### src/rtl/ttw_mem_arb.sv
// Round-robin arbiter sharing one table-walk memory port among N walkers, with per-walker
// outstanding limits. Optional perf counters under `TTW_MEM_ARB_PERF_EN.
module ttw_mem_arb #(
    parameter int N       = 4,
    parameter int IDX_W   = 2,
    parameter int MCN_W   = 64,
    parameter int MAX_OUT = 2
) (
    input  logic                 clock,
    input  logic                 reset,
    input  logic [N-1:0]         ttw_req_i_valid,
    output logic [N-1:0]         ttw_req_i_ready,
    input  logic [N*MCN_W-1:0]   ttw_req_i_bits_mcn,
    output logic [N-1:0]         ttw_res_o_valid,
    output logic [511:0]         ttw_res_o_bits_data,
    output logic                 mem_req_o_valid,
    input  logic                 mem_req_o_ready,
    output logic [IDX_W-1:0]     mem_req_o_bits_idx,
    output logic [MCN_W-1:0]     mem_req_o_bits_mcn,
    input  logic                 mem_res_i_valid,
    output logic                 mem_res_i_ready,
    input  logic [IDX_W-1:0]     mem_res_i_bits_idx,
    input  logic [511:0]         mem_res_i_bits_data,
    output logic                 err_o
`ifdef TTW_MEM_ARB_PERF_EN
    ,
    output logic [N*32-1:0]      perf_grant_o,
    output logic [31:0]          perf_stall_o
`endif
);

    localparam int CNT_W = 3;

    logic [N-1:0][CNT_W-1:0] r_cnt;
    logic [IDX_W-1:0]        r_rr;
    logic                    r_slice_vld;
    logic [IDX_W-1:0]        r_slice_idx;
    logic [MCN_W-1:0]        r_slice_mcn;
    logic                    r_res_rdy;
    logic [N-1:0]            r_res_vld;
    logic [511:0]            r_res_data;
    logic                    r_err;

    logic [N-1:0]            w_elig;
    logic [N-1:0]            w_inc;
    logic [N-1:0]            w_dec;
    logic [N-1:0]            w_res_hit;
    logic [N-1:0]            w_cnt_nz;
    logic                    w_load;
    logic                    w_gnt_any;
    logic                    w_gnt;
    logic [IDX_W-1:0]        w_gnt_idx;
    logic [MCN_W-1:0]        w_gnt_mcn;
    logic                    w_res_acc;
    logic                    w_res_ok;
    logic                    w_res_bad;

    assign w_load = !r_slice_vld || mem_req_o_ready;

    // Search starts at the rr pointer and wraps, so the last-granted walker goes to the back.
    always_comb begin
        int j;
        j         = 0;
        w_gnt_any = 1'b0;
        w_gnt_idx = '0;
        w_gnt_mcn = '0;
        for (int w = 0; w < N; w++) begin
            w_elig[w]    = ttw_req_i_valid[w] && (r_cnt[w] < CNT_W'(MAX_OUT));
            w_cnt_nz[w]  = (r_cnt[w] != '0);
            w_res_hit[w] = (mem_res_i_bits_idx == IDX_W'(w));
        end
        for (int k = 0; k < N; k++) begin
            j = int'(r_rr) + k;
            if (j >= N) j = j - N;
            if (!w_gnt_any && w_elig[j]) begin
                w_gnt_any = 1'b1;
                w_gnt_idx = IDX_W'(j);
                w_gnt_mcn = ttw_req_i_bits_mcn[j*MCN_W +: MCN_W];
            end
        end
    end

    assign w_gnt     = w_gnt_any && w_load && !reset;
    assign w_res_acc = mem_res_i_valid && r_res_rdy;
    assign w_res_ok  = w_res_acc && |(w_res_hit & w_cnt_nz);
    assign w_res_bad = w_res_acc && !w_res_ok;

    always_comb begin
        for (int w = 0; w < N; w++) begin
            w_inc[w] = w_gnt && (w_gnt_idx == IDX_W'(w));
            w_dec[w] = w_res_ok && w_res_hit[w];
        end
    end

    assign ttw_req_i_ready = w_inc;

    always_ff @(posedge clock) begin
        if (reset) begin
            r_cnt       <= '0;
            r_rr        <= '0;
            r_slice_vld <= 1'b0;
            r_slice_idx <= '0;
            r_slice_mcn <= '0;
            r_res_rdy   <= 1'b0;
            r_res_vld   <= '0;
            r_res_data  <= '0;
            r_err       <= 1'b0;
        end else begin
            r_res_rdy <= 1'b1;
            if (w_load) begin
                r_slice_vld <= w_gnt;
                if (w_gnt) begin
                    r_slice_idx <= w_gnt_idx;
                    r_slice_mcn <= w_gnt_mcn;
                end
            end
            if (w_gnt) begin
                r_rr <= (w_gnt_idx == IDX_W'(N-1)) ? '0 : w_gnt_idx + 1'b1;
            end
            for (int w = 0; w < N; w++) begin
                case ({w_inc[w], w_dec[w]})
                    2'b10:   r_cnt[w] <= r_cnt[w] + CNT_W'(1);
                    2'b01:   r_cnt[w] <= r_cnt[w] - CNT_W'(1);
                    default: r_cnt[w] <= r_cnt[w];
                endcase
            end
            r_res_vld <= w_res_ok ? w_res_hit : '0;
            if (w_res_ok) r_res_data <= mem_res_i_bits_data;
            if (w_res_bad) r_err <= 1'b1;
        end
    end

    assign mem_req_o_valid     = r_slice_vld;
    assign mem_req_o_bits_idx  = r_slice_idx;
    assign mem_req_o_bits_mcn  = r_slice_mcn;
    assign mem_res_i_ready     = r_res_rdy;
    assign ttw_res_o_valid     = r_res_vld;
    assign ttw_res_o_bits_data = r_res_data;
    assign err_o               = r_err;

`ifdef TTW_MEM_ARB_PERF_EN
    logic [N-1:0][31:0] r_perf_gnt;
    logic [31:0]        r_perf_stall;

    always_ff @(posedge clock) begin
        if (reset) begin
            r_perf_gnt   <= '0;
            r_perf_stall <= '0;
        end else begin
            for (int w = 0; w < N; w++) begin
                if (w_inc[w]) r_perf_gnt[w] <= r_perf_gnt[w] + 32'd1;
            end
            if (r_slice_vld && !mem_req_o_ready) r_perf_stall <= r_perf_stall + 32'd1;
        end
    end

    assign perf_grant_o = r_perf_gnt;
    assign perf_stall_o = r_perf_stall;
`endif

endmodule
### config.mk
export PLATFORM = sky130hd
export DESIGN_NAME = ttw_mem_arb
export DESIGN_NICKNAME = d
export VERILOG_FILES = /design/src/rtl/ttw_mem_arb.sv
export SDC_FILE = /design/constraint.sdc
export NUM_CORES = 2
export LEC_CHECK = 0
export CORE_AREA = 5 5 530 532
export CTS_CLUSTER_SIZE = 24
export DETAILED_ROUTE_END_ITERATION = 8
export DIE_AREA = 0 0 535 537
export SYNTH_ARGS = -nofsm -noshare
export SYNTH_HDL_FRONTEND = slang
export SYNTH_SLANG_ARGS = --single-unit
### constraint.sdc
create_clock -name clock -period 5.2 [get_ports clock]
set_input_delay 0.78 -clock clock [delete_from_list [all_inputs] [get_ports clock]]
set_output_delay 0.78 -clock clock [all_outputs]
set_load 0.1 [all_outputs]
; Word-level counts from Yosys, hierarchy flattened
; Index checks and enable logic that the tools add are counted.
[word_totals]
output_inout_bits = 589
ff_bits = 599
[op_classes]
n_bitwise = 2
n_lt_le_gt_ge = 12
muxes = 34
eq_ne = 14
reduce_logical = 40
addsub = 16
n_shift = 4
[op_table]
columns = operator, count
row1 = $shiftx 256x32->64, 4
row2 = $mux 64, 4
row3 = $lt 32x4->1 const B, 4
row4 = $mux 32, 4
row5 = $pmux 3 s2, 4
row6 = $logic_and 1x1->1, 20
row7 = $eq 2x2->1 const B, 8
row8 = $mux 1, 13
row9 = $add 3x1->3 const B, 4
row10 = $eq 2x1->1 const B, 6
row11 = $lt 3x2->1 const B, 4
row12 = $reduce_bool 3->1, 4
row13 = $sub 3x1->3 const B, 4
row14 = $sub 3x3->4 const B, 3
row15 = $mux 2, 5
row16 = $ge 3x3->1 const B, 3
row17 = $bmux 1 s2, 4
row18 = $reduce_bool 2->1, 4
row19 = $add 2x2->3 const B, 2
row20 = $logic_not 1->1, 6
row21 = $and 4x4->4, 1
row22 = $logic_not 2->1, 2
row23 = $reduce_or 4->1, 1
row24 = $sub 2x3->4 const B, 1
row25 = 7 further kinds, 7

; Longest topological paths before layout
[logic_depth]
ltp_word = 20
mapped_depth = 19
mapped_depth_nobuf = 16

; Worst setup path after synthesis
; OpenSTA, ideal clock, no wires.
[synth_timing]
path_kind = reg-to-output
startpoint = reg r_rr[1]
endpoint = out ttw_req_i_ready[0]
path_stages_with_launch = 14
setup_slack_ns = 1.115
required_time_ns = 4.420
t_arrival_ns = 3.305
path_cell_list = dfxtp_1 > clkbuf_1 > inv_1 > ha_1 > clkbuf_1 > clkbuf_1 > clkbuf_1 > clkbuf_1 > nand3_1 > o2bb2ai_1 > a21o_1 > ha_1 > nand2_1 > inv_1
[synth_between]
elab_chain_cells = 18
[synth_lines]
columns = element, line_no
row1 = start: declaration, 35  ; logic [IDX_W-1:0] r_rr;
row2 = start signal: assignment, 118  ; r_rr <= (w_gnt_idx == IDX_W'(N-1)) ? '0 : w_gnt_idx + 1'b1;
row3 = "parallel branches: the longest is 17 deep, another holds $sub 3x3->4", -
row4 = $logic_and 1x1->1 *, 90  ; w_inc[w] = w_gnt && (w_gnt_idx == IDX_W'(w));
row5 = end: declaration, 12  ; output logic [N-1:0] ttw_req_i_ready,
; Every way passes the cells marked *. The select of a mux whose other input is x is not followed.

; Final worst setup path
[layout_timing]
startpoint = reg r_rr[1]
endpoint = out ttw_req_i_ready[3]
[layout_lines]
columns = element, line_no
row1 = "parallel branches: the longest is 14 deep, another holds $sub 3x3->4", -
row2 = $mux 2 *, 75  ; if (!w_gnt_any && w_elig[j]) begin
row3 = named net w_gnt_idx[0], 52  ; logic [IDX_W-1:0] w_gnt_idx;
row4 = $eq 2x2->1 *, 90
row5 = $logic_and 1x1->1 *, 90
; Mark *: on every way through the listed nets, which the timed path passes. The select of a mux whose other input is x is not followed.

==> impl_metrics.yaml <==
floorplanning:
  die_area_sq_um: 287000
  die_height_um: 537
  start_util: 0.107
  placeableCoreArea_sq_um: 276000
  row_count: 193
  top_level_ports: 1367
  fp.dieW_um: 535
place:
  place_inst: 8508
  final_estimated_routing_congestion_in_global_placement: 0.855
  dp_hpwl_mm: 205
  post_dp_cell_area_sq_um: 46400
  port-buffer-count: 1366
clocking:
  path_clk_slew_ns: 0.05
  cts_resizes: 0
  post-cts-setup-buffer-count: 0
  h-tree-depth: 3
  inserted_clock_buffers: 89
  cts_hold_repair.buffers: 0
  tritoncts: "yes"
  clockBufferDepth: 4
  clock-sinks: 599
  cts_root_buf: "sky130_fd_sc_hd__clkbuf_16"
  clock_latency_late_sink_ns: 0.82
global_route:
  gr_usage_total: 0.163
  grt_first_pass_wirelength_mm: 314
  first_global_vias: 31600
  globalRouteOverflowTotal: 0
  grt_max_degree: 208
  antenna_found_initial: 246
power:
  p_leak_nw: 16.8
  power_per_cell_area_nw_per_um2: 478
  vdd_drop_max_mv: 0.583
  finalPower_w: 0.0238
cells_and_area:
  final_design_area_no_fill_sq_um: 49700
  syn2layout_area_growth_pct: 67.9
  multiInputGateArea_sq_um: 16200
  final-seq-area_sq_um: 12000
  finish.net_count: 5689
  final_cell_count_no_fill: 8729
  drive_gt1_frac: 0.152
  fillers: 31100
timing:
  finalMaxSlewViolations: 0
  finalCritPeriodShare: 0.890
  setup-tns-final_ns: 0
  clock_skew_after_layout_ns: 0.0975
  max_freq_mhz: 216
  report.final.hold_viol_count: 0
  worst-slew-pin-transition_ns: 1.25
  rsz0062_at_grt: "false"
  finalCriticalPeriod_ns: 4.63
  setup_violations: 0
  slew_headroom: 0.167
synthesis:
  synth.yosys.warnings: 0
  synth-seq-area-share: 0.405
  syn-mean-instance-area_sq_um: 7.91
  post-synth-top-count-cell: "sky130_fd_sc_hd__nand2_1"
  asyncSetResetFlopFracSynth: 0
  synthFlopType: "sky130_fd_sc_hd__dfxtp_1"
  synth_seq_cells: 599
  synth_cells: 3740
  synth-edff-count: 0
  synthesized_net_count: 4535
  synth_area_sq_um: 29600
  synth.largest_area_cell: "sky130_fd_sc_hd__dfxtp_1"
  most_instantiated_cells_after_synthesis: "sky130_fd_sc_hd__nand2_1 (1,039), sky130_fd_sc_hd__a21oi_1 (657), sky130_fd_sc_hd__dfxtp_1 (599)"
  post_synth_main_area_contributors: "sky130_fd_sc_hd__dfxtp_1 (41%), sky130_fd_sc_hd__nand2_1 (13%), sky130_fd_sc_hd__a21oi_1 (11%)"
  synth_cell_type_count: 48
  synthDominantCellAreaShare: 0.405
critical_path:
  data_required_time_at_the_worst_endpoint_ns: 4.42
  critical_path.top_delay_family: "compound AO/OA/AOI/OAI gates"
  critical_path.cell_chain: "inv_1 -> ha_4 -> nor2_1 -> a2bb2oi_1 -> and2_2 -> a21oi_1 -> o31a_1 -> inv_1 -> ha_1 -> nand2_1 -> inv_1 -> buf_12"
  criticalPathCategory: "reg2out"
  worst_ep_arrival_time_ns: 3.85
  critical_path.most_common_cell: "sky130_fd_sc_hd__inv_1"
  standard_cell_with_the_maximum_stage_delay_on_the_critical_path: "sky130_fd_sc_hd__dfxtp_4"
  crit_path_max_fanout: 31
  cp.buffers_inverters: 4
  max_stage_delay_ns: 0.60
  worstSetupEndpointType: "primary output"
  startpoint_type: "flip-flop"
run_status:
  run_status: "completed"
drt:
  drc: 0
  viasPerCell: 3.88
  avgRoutedWirePerCell_um: 28.5
  drtPass1Iterations: 7
  drtIter0Drc: 2347
  detailroute.via_count: 33800
  postRouteWirelength_mm: 249
  antenna_left: 0
run:
  max_cap_violations: 0
worst_hold_path:
  worst_hold_path_type: "in2reg"
## metrics by stage
| stage | setup WS [ns] | utilization | hold slack [ns] |
|---|---|---|---|
| 2_1_floorplan | 1.11 | - | 0.480 |
| 3_3_place_gp | 0.728 | 0.168 | 0.441 |
| 3_5_place_dp | 0.720 | 0.168 | 0.447 |
| 4_1_cts | 0.511 | 0.180 | 0.374 |
| 5_1_grt | 0.305 | 0.180 | 0.416 |
| 6_report | 0.570 | 0.180 | 0.446 |
## cell type report
class                      count  area share
clock inverter                38      0.0121
tap                         3705      0.0933
antenna                       63     0.00317
timing repair buffer        1421       0.272
clock buffer                 120      0.0512
sequential                   599       0.242
inverter                      21     0.00159
multi-input combinational   2762       0.325
## state kept, by name, summed over array words and instances (netlist names)
register	cells
err_o	1
mem_req_o_bits_mcn	64
r_rr	2
ttw_res_o_valid	4
ttw_res_o_bits_data	512
mem_req_o_valid	1
mem_req_o_bits_idx	2
mem_res_i_ready	1
r_cnt	12
## cell families after synthesis
kind of cell | share of synthesized area
adder cells (fa/ha/maj) | 0.00821
AND/OR/NAND/NOR | 0.240
flip-flops | 0.405
AO/OA/AOI/OAI | 0.171
buffers and inverters | 0.0507
multiplexers | 0.122
XOR/XNOR | 0.00237
## layout by cell type, fill, tap and decap left out, drive strengths merged, types with 2 or more instances in the layout
cell and instances:
o31a 2, nand3b 128, clkinv 14, nand2 1039, o21ai 8, nor3b 6, a221o 64, nand3 129
or3 4, a22oi 64, diode 63, bufinv 14, mux2 129, ha 13, clkbuf 120, nor2 86
nor3 132, fa 4, xor2 8, nand2b 4, mux4 67, a21o 65, buf 392, clkdlybuf4s50 1029
nor4 67, a31oi 3, inv 25, dfxtp 599, clkinvlp 6, mux2i 66, a21oi 657, o22a 2
or3b 4
## power by group
group | internal, W | switching, W
combinational | 0.00396 | 0.00772
sequential | 0.00503 | 0.000304
clock | 0.00412 | 0.00262
total | 0.0131 | 0.0106
## path summary, 6_finish.rpt
| check | startpoint | endpoint | slack, ns | cells past startpoint |
|---|---|---|---|---|
| hold reg to reg | ttw_res_o_bits_data[89] | ttw_res_o_bits_data[89] | 0.45 | 2 |
| hold / removal | reset | err_o | 0.45 | 2 |
| setup / recovery | r_rr[1] | ttw_req_i_ready[3] | 0.57 | 12 |
| setup reg to reg | r_rr[1] | r_cnt[8] | 1.13 | 15 |
## metal layers
layer / GRT usage / part of all wire
met1: 0.161 / 0.33
met3: 0.131 / 0.18
met5: 0 / 0.0039
met2: 0.250 / 0.43
met4: 0.0735 / 0.050
No activity file was read; power rests on OpenSTA's default activity.
